===== src/rtl/mmm_pkg.sv =====
// Shared fetch-side constants and the I-cache refill FSM state type.
package mmm_pkg;

    localparam int unsigned XLEN              = 32;
    localparam int unsigned ICACHE_OFFSET     = 4;
    localparam int unsigned ICACHE_LINE_BYTES = 1 << ICACHE_OFFSET;

    typedef enum logic [1:0] {
        RF_IDLE,
        RF_ADDR,
        RF_DATA,
        RF_DRAIN
    } refill_state_t;

endpackage


===== src/rtl/icache_line_refill.sv =====
// Single-line I-cache refill: one burst read per miss, assembles the line and publishes it.
// Optional `ICACHE_REFILL_PERF_EN adds refill_cnt_o / drop_cnt_o event counters.
module icache_line_refill
    import mmm_pkg::*;
#(
    parameter int unsigned BEAT_W = 32
) (
    input  logic                                            clk_i,
    input  logic                                            rst_i,
    input  logic                                            flush_i,
    input  logic                                            miss_valid_i,
    output logic                                            miss_ready_o,
    input  logic [XLEN-1:0]                                 miss_pc_i,
    output logic                                            mem_req_valid_o,
    input  logic                                            mem_req_ready_i,
    output logic [XLEN-1:0]                                 mem_addr_o,
    input  logic                                            mem_rsp_valid_i,
    input  logic [BEAT_W-1:0]                               mem_rsp_data_i,
    output logic                                            line_valid_o,
    output logic [XLEN-1:0]                                 line_pc_o,
    output logic [((ICACHE_LINE_BYTES*8)/BEAT_W)*BEAT_W-1:0] line_data_o,
    output logic                                            pending_o,
    output logic [XLEN-1:0]                                 pending_pc_o
`ifdef ICACHE_REFILL_PERF_EN
    ,
    output logic [31:0]                                     refill_cnt_o,
    output logic [31:0]                                     drop_cnt_o
`endif
);

    localparam int unsigned BEATS = (ICACHE_LINE_BYTES * 8) / BEAT_W;
    localparam int unsigned CNT_W = $clog2(BEATS);
    localparam int unsigned TAG_W = XLEN - ICACHE_OFFSET;

    refill_state_t    state;
    logic [CNT_W-1:0] cnt;
    logic [TAG_W-1:0] pending_tag;
    logic [TAG_W-1:0] line_tag;
    logic             last_beat;

    // Offset bits of the miss PC never reach any stored state.
    logic unused_offset;
    assign unused_offset = ^miss_pc_i[ICACHE_OFFSET-1:0];

    assign last_beat    = mem_rsp_valid_i && (cnt == CNT_W'(BEATS - 1));
    assign pending_pc_o = {pending_tag, {ICACHE_OFFSET{1'b0}}};
    assign line_pc_o    = {line_tag, {ICACHE_OFFSET{1'b0}}};
    assign mem_addr_o   = pending_pc_o;

    always_ff @(posedge clk_i) begin
        if (rst_i) begin
            state           <= RF_IDLE;
            cnt             <= '0;
            pending_tag     <= '0;
            line_tag        <= '0;
            line_data_o     <= '0;
            line_valid_o    <= 1'b0;
            pending_o       <= 1'b0;
            mem_req_valid_o <= 1'b0;
            miss_ready_o    <= 1'b1;
        end else begin
            case (state)
                RF_IDLE: begin
                    if (flush_i) begin
                        line_valid_o <= 1'b0;
                    end else if (miss_valid_i) begin
                        pending_tag     <= miss_pc_i[XLEN-1:ICACHE_OFFSET];
                        pending_o       <= 1'b1;
                        line_valid_o    <= 1'b0;
                        mem_req_valid_o <= 1'b1;
                        miss_ready_o    <= 1'b0;
                        state           <= RF_ADDR;
                    end
                end
                RF_ADDR: begin
                    if (flush_i) begin
                        line_valid_o    <= 1'b0;
                        pending_o       <= 1'b0;
                        mem_req_valid_o <= 1'b0;
                        miss_ready_o    <= 1'b1;
                        state           <= RF_IDLE;
                    end else if (mem_req_ready_i) begin
                        mem_req_valid_o <= 1'b0;
                        state           <= RF_DATA;
                    end
                end
                RF_DATA: begin
                    if (flush_i) begin
                        // A beat coinciding with the flush still counts toward the burst,
                        // so the drain ends exactly when memory stops sending.
                        line_valid_o <= 1'b0;
                        pending_o    <= 1'b0;
                        if (last_beat) begin
                            cnt          <= '0;
                            miss_ready_o <= 1'b1;
                            state        <= RF_IDLE;
                        end else begin
                            cnt   <= cnt + CNT_W'(mem_rsp_valid_i);
                            state <= RF_DRAIN;
                        end
                    end else if (mem_rsp_valid_i) begin
                        line_data_o[cnt*BEAT_W +: BEAT_W] <= mem_rsp_data_i;
                        if (last_beat) begin
                            cnt          <= '0;
                            line_tag     <= pending_tag;
                            line_valid_o <= 1'b1;
                            pending_o    <= 1'b0;
                            miss_ready_o <= 1'b1;
                            state        <= RF_IDLE;
                        end else begin
                            cnt <= cnt + 1'b1;
                        end
                    end
                end
                RF_DRAIN: begin
                    if (mem_rsp_valid_i) begin
                        if (last_beat) begin
                            cnt          <= '0;
                            miss_ready_o <= 1'b1;
                            state        <= RF_IDLE;
                        end else begin
                            cnt <= cnt + 1'b1;
                        end
                    end
                end
                default: state <= RF_IDLE;
            endcase
        end
    end

`ifdef ICACHE_REFILL_PERF_EN
    logic commit_evt;
    logic drop_evt;

    assign commit_evt = !flush_i && (state == RF_DATA) && last_beat;
    assign drop_evt   = flush_i && ((state == RF_ADDR) || (state == RF_DATA));

    always_ff @(posedge clk_i) begin
        if (rst_i) begin
            refill_cnt_o <= '0;
            drop_cnt_o   <= '0;
        end else begin
            if (commit_evt) refill_cnt_o <= refill_cnt_o + 32'd1;
            if (drop_evt)   drop_cnt_o   <= drop_cnt_o + 32'd1;
        end
    end
`endif

endmodule

===== config.mk =====
export PLATFORM = sky130hd
export DESIGN_NAME = icache_line_refill
export DESIGN_NICKNAME = d
export VERILOG_FILES = /design/src/rtl/mmm_pkg.sv /design/src/rtl/icache_line_refill.sv
export SDC_FILE = /design/constraint.sdc
export NUM_CORES = 1
export LEC_CHECK = 0
export CORE_UTILIZATION = 47
export CTS_CLUSTER_SIZE = 24
export DETAILED_ROUTE_END_ITERATION = 7
export PLACE_DENSITY_LB_ADDON = 0.25
export RECOVER_POWER = 50
export SYNTH_ARGS = -nofsm -noshare
export SYNTH_HDL_FRONTEND = slang
export SYNTH_SLANG_ARGS = --single-unit

===== constraint.sdc =====
create_clock -name clk_i -period 4.94 [get_ports clk_i]
set_input_delay 0.988 -clock clk_i [delete_from_list [all_inputs] [get_ports clk_i]]
set_output_delay 0.988 -clock clk_i [all_outputs]
set_load 0.005 [all_outputs]

==> results of run 1 <==
-- path summary, 6_finish.rpt --
path                                 startpoint  slack (ns)  depth (start not counted)                             to
hold reg to reg   line_data_o[107]$_SDFFE_PP0P_        0.45                          2  line_data_o[107]$_SDFFE_PP0P_
setup reg to reg          state[0]$_SDFFE_PP0P_        2.06                          7  line_data_o[105]$_SDFFE_PP0P_
setup / recovery                        flush_i        1.68                          6  line_data_o[105]$_SDFFE_PP0P_
hold / removal    line_data_o[107]$_SDFFE_PP0P_        0.45                          2  line_data_o[107]$_SDFFE_PP0P_
-- logic make-up after synthesis --
| family | Yosys count | synth area share |
|---|---|---|
| other | 1 | 0.000497 |
| buffers and inverters | 125 | 0.0913 |
| multiplexers | 1 | 0.00133 |
| AND/OR/NAND/NOR | 368 | 0.218 |
| flip-flops | 192 | 0.509 |
| adder cells (fa/ha/maj) | 11 | 0.0182 |
| AO/OA/AOI/OAI | 210 | 0.162 |
-- cell type report --
cell class,instances,area (um^2)
timing repair buffer,297,2930
tap,211,264
fill,1248,4640
clock inverter,12,180
clock buffer,20,447
multi-input combinational,602,3080
sequential,192,3840
inverter,11,41.3
-- routing by layer --
| metal | track usage | wire (um) | vias up |
|---|---|---|---|
| li1 | - | - | 3446 |
| met1 | 0.325 | 9220 | 3309 |
| met2 | 0.440 | 10700 | 270 |
| met3 | 0.0852 | 1910 | 32 |
| met4 | 0.101 | 449 | 0 |
| met5 | 0 | 0 | - |
-- registers in the layout (all words and copies together), names as in the netlist --
name and flops:
line_data_o 128, line_tag 28, pending_tag 28, cnt 2, state 2, line_valid_o 1
mem_req_valid_o 1, miss_ready_o 1, pending_o 1
-- layout by cell type (no fill, tap or decap), drive strengths merged, types with 3 or more instances in the layout --
| cell | synthesis | final |
|---|---|---|
| nand3 | 99 | 99 |
| conb | 1 | 12 |
| clkbuf | 34 | 20 |
| nor2 | 37 | 37 |
| clkinv | 0 | 4 |
| inv | 11 | 13 |
| dlygate4sd3 | 0 | 201 |
| buf | 80 | 17 |
| a21oi | 161 | 161 |
| nor3 | 3 | 3 |
| clkdlybuf4s50 | 0 | 79 |
| bufinv | 0 | 4 |
| a22oi | 32 | 32 |
| o21ai | 3 | 3 |
| and3 | 4 | 4 |
| dfxtp | 192 | 192 |
| nor3b | 3 | 3 |
| ha | 11 | 11 |
| nand2 | 210 | 210 |
-- worst max-delay path, cell delays in order --
cell and delay [ns]:
dlygate4sd3_1 0.69, nor2b_1 0.49, and3_2 0.71, buf_4 0.42
nand3_1 0.13, a21oi_1 0.17
-- power by group through the flow --
stage	clock [W]	combinational (W)	sequential [W]
after floorplan	0	0.000130	0.00163
after global routing	0.00154	0.000277	0.00159
after CTS	0.00147	0.000264	0.00159
after global placement	0	0.000260	0.00163
after detailed placement	0	0.000262	0.00163
final	0.00146	0.000255	0.00159
-- stage by stage --
step / util / cells
2_1_floorplan: - / 919
3_3_place_gp: 0.659 / 1313
3_5_place_dp: 0.659 / 1313
4_1_cts: 0.699 / 1345
5_1_grt: 0.699 / 1345
6_report: 0.699 / 1345
==> out/results.ini, run 1 <==
[run_status]
status=completed

[drt]
final_antenna_net_count=0
drt-initial-drc-count=516
avgRoutedWirePerCell_um=16.6
drc_errors=0
dr.pass1.iters=5
vias_per_cell=5.25
drt_wl_total_mm=22.3
vias=7057

[power]
p_int_w=0.00256
leakage_nw=4.32
finalPower_w=0.00331
clkPwrFrac=0.441
pwr_density_cell_nw_per_um2=306
pwr-share-comb=0.077
switching_share=0.225
worst_ir_drop_vdd_mv=0.224
p_switching_w=0.000745
seqPwrFrac=0.482

[place]
placed_area_um2=10200
numPortBuffers=281
dp_hpwl_mm=14.8
post-place-ws_ns=1.29
place.gp.congestion=0.857

[sta]
slew_headroom=0.268
rsz0062_at_grt=no
finalWorstSetupSlack_ns=1.68
clock_skew_ns=0.0148
period_share=0.659
fin_hold_ws_ns=0.446
finalCriticalPeriod_ns=3.26
finalSetupViolCount=0
slew_violations=0
fmax_mhz=307
finalHoldViolations=0
tightest_slew_ns=1.10
setup_tns_ns=0

[floorplan]
die_area_um2=16600
core_area_um2=15400
io-pin-count=298
num_rows=45
start_util=0.489
die_height_um=129
die_x_um=129

[cts]
htree_levels=4
hold_buffers=0
clk_latency_ns=0.43
cts_buffer_depth=2
clk_pin_slew_ns=0.07
post-cts-setup-buffers=0
cts_tree=done
cts.repair.resized=0
cts_root_buffer=clkbuf_16
cts.sinks=192
cts_made_buffers=17

[grt]
grt-ovfl-total=0
grt_pass1_wl_mm=34.6
grt_pass1_vias=6419
antenna_found_initial=0
grt_max_degree=121
grtUsageTotal=0.267

[synthesis]
yosysMostFrequentCell=nand2_1
postSynthCellCount=908
synth_top_area_share=0.509
syn_area_um2=7550
ys.flop_type=dfxtp_1
synthTopCellsByArea=dfxtp_1 (51%), a21oi_1 (11%), nand2_1 (10%)
yosysSeqAreaShare=0.509
synth-async-reset-ratio=0
ys_seq_elements=192
yosysTopAreaCell=dfxtp_1
synth_edf_count=0
yosys_warnings=0
avgSynthCellArea_um2=8.31
ys_top_cells_by_count=nand2_1 (210), dfxtp_1 (192), a21oi_1 (161)
ys_types=45

[worst_setup_path]
required_ns=5.29
critical_path_class=input port to register
worstSetupEndpointType=register
start_kind=input port
crit_fanout=28
crit_arrival_ns=3.61

[finish]
drive_above_1_share=0.0670
antenna_cells=0
nets=1202
design_area_um2=10800
synthToLayoutAreaGrowth_pct=43.0

[job]
cap_violations=0

[hold_path]
hold_class=register to register

(Power assumes the default switching activity.)
==> inputs of run 2 (changes only) <==
CORE_UTILIZATION = 44   (was 47)
clock period = 3.41 ns   (was 4.94 ns; I/O delays follow)
==> run 2 against run 1 <==
  * Final cell count rose by 0.82%
  * Non-clock buffer count grew 3
  * First-iteration DRC count decreased by 4.5%
  * Sequential share of layout area barely moved
  * Flip-flop and latch count did not move
  * Via count rose by 1.4%
  * Routed wire length down 0.70%
  * Total power grew 40%
  * Critical endpoint is now pending_tag[4]$_SDFFE_PP0P_
==> out/results.ini, run 2 (synthesis gave the netlist of run 1 again) <==
[grt]
grt_pass1_wl_mm=34.1  ; was 34.6 mm
grt-ovfl-total=0  ; unchanged
grt_pass1_vias=6394  ; was 6419
antenna_found_initial=0  ; unchanged
grtUsageTotal=0.245  ; was 0.267
grt_max_degree=102  ; was 121

[worst_setup_path]
critPathLaunch=flush_i  ; unchanged
r2r_slack_ns=1.00  ; was 2.06 ns
cp_slowest_cell=clkbuf_1  ; was and3_2
reg2regPathDepth=6  ; was 7
path_delay_family=buffers and inverters  ; was simple AND/OR/NAND/NOR gates
timing.rr.end=pending_tag[4]$_SDFFE_PP0P_  ; was line_data_o[105]$_SDFFE_PP0P_
start_kind=input port  ; unchanged
crit_fanout=29  ; was 28
rr_startpoint=state[0]$_SDFFE_PP0P_  ; unchanged
critical_path_class=input port to register  ; unchanged
required_ns=3.77  ; was 5.29 ns
worstSetupEndpointType=register  ; unchanged
crit_arrival_ns=3.10  ; was 3.61 ns
slowest_delay_ns=0.99  ; was 0.71 ns
path_cells=dlygate4sd3_1, clkbuf_1, nand3b_1, clkbuf_1, nand2_1, a21oi_1  ; was dlygate4sd3_1, nor2b_1, and3_2, buf_4, nand3_1, a21oi_1
critPathBufInv=3  ; was 2
crit_top_cell=clkbuf_1

[finish]
top_regs=line_data_o: 128 flops, line_tag: 28 flops, pending_tag: 28 flops  ; unchanged
design_area_um2=10800  ; about the same
antenna_cells=0  ; unchanged
largest_register_ffs=128  ; unchanged
layout_common_cells=nand2_1 (210), dfxtp_1 (192), dlygate4sd3_1 (172)  ; was nand2_1 (210), dlygate4sd3_1 (201), dfxtp_1 (192)
synthToLayoutAreaGrowth_pct=43.0  ; about the same
multi_input_area_um2=3080  ; unchanged
nets=1205  ; was 1202
seqCellArea_um2=3840  ; unchanged
mostFrequentLayoutCell=nand2_1  ; unchanged
stdcell_count=1356  ; was 1345
post-route-util=0.648  ; was 0.699
top_register=line_data_o  ; unchanged
n_fill_cell=1446  ; was 1248
drive_above_1_share=0.0678  ; was 0.0670

[power]
worst_ir_drop_vdd_mv=0.321  ; was 0.224 mV
p_switching_w=0.00113  ; was 0.000745 W
pwr-share-comb=0.082  ; was 0.077
pwr_density_cell_nw_per_um2=429  ; was 306 nW/um^2
switching_share=0.243  ; was 0.225
p_int_w=0.00351  ; was 0.00256 W
leakage_nw=4.22  ; was 4.32 nW
seqPwrFrac=0.498  ; was 0.482
clkPwrFrac=0.420  ; was 0.441

[place]
dp_hpwl_mm=14.8  ; about the same
dpl.cell_count=1325  ; was 1313
numPortBuffers=281  ; unchanged
placed_area_um2=10200  ; about the same
place.gp.congestion=0.849  ; was 0.857

[sta]
setup_tns_ns=0  ; unchanged
rsz0062_at_grt=no  ; unchanged
finalHoldViolations=0  ; unchanged
finalCriticalPeriod_ns=2.75
tightest_slew_ns=1.36  ; was 1.10 ns
period_share=0.805
fmax_mhz=364
clock_skew_ns=0.0123  ; was 0.0148 ns
finalSetupViolCount=0  ; unchanged
slew_violations=0  ; unchanged
slew_headroom=0.0943  ; was 0.268

[cts]
cts.repair.resized=0  ; unchanged
cts_made_buffers=17  ; unchanged
hold_buffers=0  ; unchanged
htree_levels=4  ; unchanged
cts_root_buffer=clkbuf_16  ; unchanged
clk_pin_slew_ns=0.07  ; about the same
cts_tree=done  ; unchanged
cts_buffer_depth=2  ; unchanged
clk_latency_ns=0.44  ; was 0.43 ns
post-cts-setup-buffers=0  ; unchanged
cts.sinks=192  ; unchanged

[hold_path]
hold_class=register to register  ; unchanged
worstHoldPathCells=2  ; unchanged
holdPathEnd=line_data_o[51]$_SDFFE_PP0P_  ; was line_data_o[107]$_SDFFE_PP0P_
min_from=line_data_o[51]$_SDFFE_PP0P_  ; was line_data_o[107]$_SDFFE_PP0P_

[floorplan]
die_height_um=133  ; was 129 um
num_rows=47  ; was 45
die_x_um=133  ; was 129 um
start_util=0.453  ; was 0.489
core_area_um2=16600  ; was 15400 um^2
die_area_um2=17700  ; was 16600 um^2
io-pin-count=298  ; unchanged

[run_status]
status=completed  ; unchanged

[drt]
vias=7159  ; was 7057
drt-initial-drc-count=493  ; was 516
dr.pass1.iters=4  ; was 5
drt_wl_total_mm=22.1  ; was 22.3 mm
avgRoutedWirePerCell_um=16.3  ; was 16.6 um
drc_errors=0  ; unchanged
vias_per_cell=5.28  ; was 5.25
final_antenna_net_count=0  ; unchanged

[job]
cap_violations=0  ; unchanged

run 2: power by group through the flow:
| stage | combinational [W] | clock (W) | sequential [W] |
|---|---|---|---|
| 4_1_cts | 0.000387 | 0.00198 | 0.00231 |
| 6_report | 0.000379 | 0.00194 | 0.00231 |
| 3_3_place_gp | 0.000382 | 0 | 0.00236 |
| 3_5_place_dp | 0.000385 | 0 | 0.00236 |
| 5_1_grt | 0.000410 | 0.00207 | 0.00231 |
| 2_1_floorplan | 0.000188 | 0 | 0.00235 |
run 2: final cells by class:
| type | instances | share of cell area |
|---|---|---|
| flip-flops and latches | 192 | 0.356 |
| multi-input cells | 602 | 0.285 |
| repair buffers | 300 | 0.276 |
| clock buffers | 18 | 0.0407 |
| well taps | 220 | 0.0255 |
| clock inverters | 13 | 0.0119 |
| inverters | 11 | 0.00383 |
run 2: tightest hold or removal path, cell delays in order, from the launching register on:
cell,delay (ns)
dfxtp_1,0.31
nand2_1,0.05
a21oi_1,0.05
run 2: worst max path at each step:
stage                              endpoint  depth (start not counted)
2_1_floorplan  line_data_o[10]$_SDFFE_PP0P_                          6
3_3_place_gp   line_data_o[25]$_SDFFE_PP0P_                          6
3_5_place_dp   line_data_o[15]$_SDFFE_PP0P_                          6
4_1_cts        line_data_o[62]$_SDFFE_PP0P_                          6
5_1_grt        pending_tag[16]$_SDFFE_PP0P_                          6
6_report        pending_tag[4]$_SDFFE_PP0P_                          6
run 2: per-layer routing:
layer  track usage  share of wire
met1         0.302           0.41
met2         0.396           0.48
met3        0.0789          0.089
met4        0.0971          0.022
met5             0              0
run 2: through the flow:
step / worst slack [ns] / hold slack, ns / power (W)
global placement: 0.771 / 0.437 / 0.00274
floorplan: 1.67 / 0.448 / 0.00254
global route: 0.440 / 0.459 / 0.00480
CTS: 1.02 / 0.452 / 0.00467
finish: 0.665 / 0.447 / 0.00463
detailed placement: 0.714 / 0.442 / 0.00274
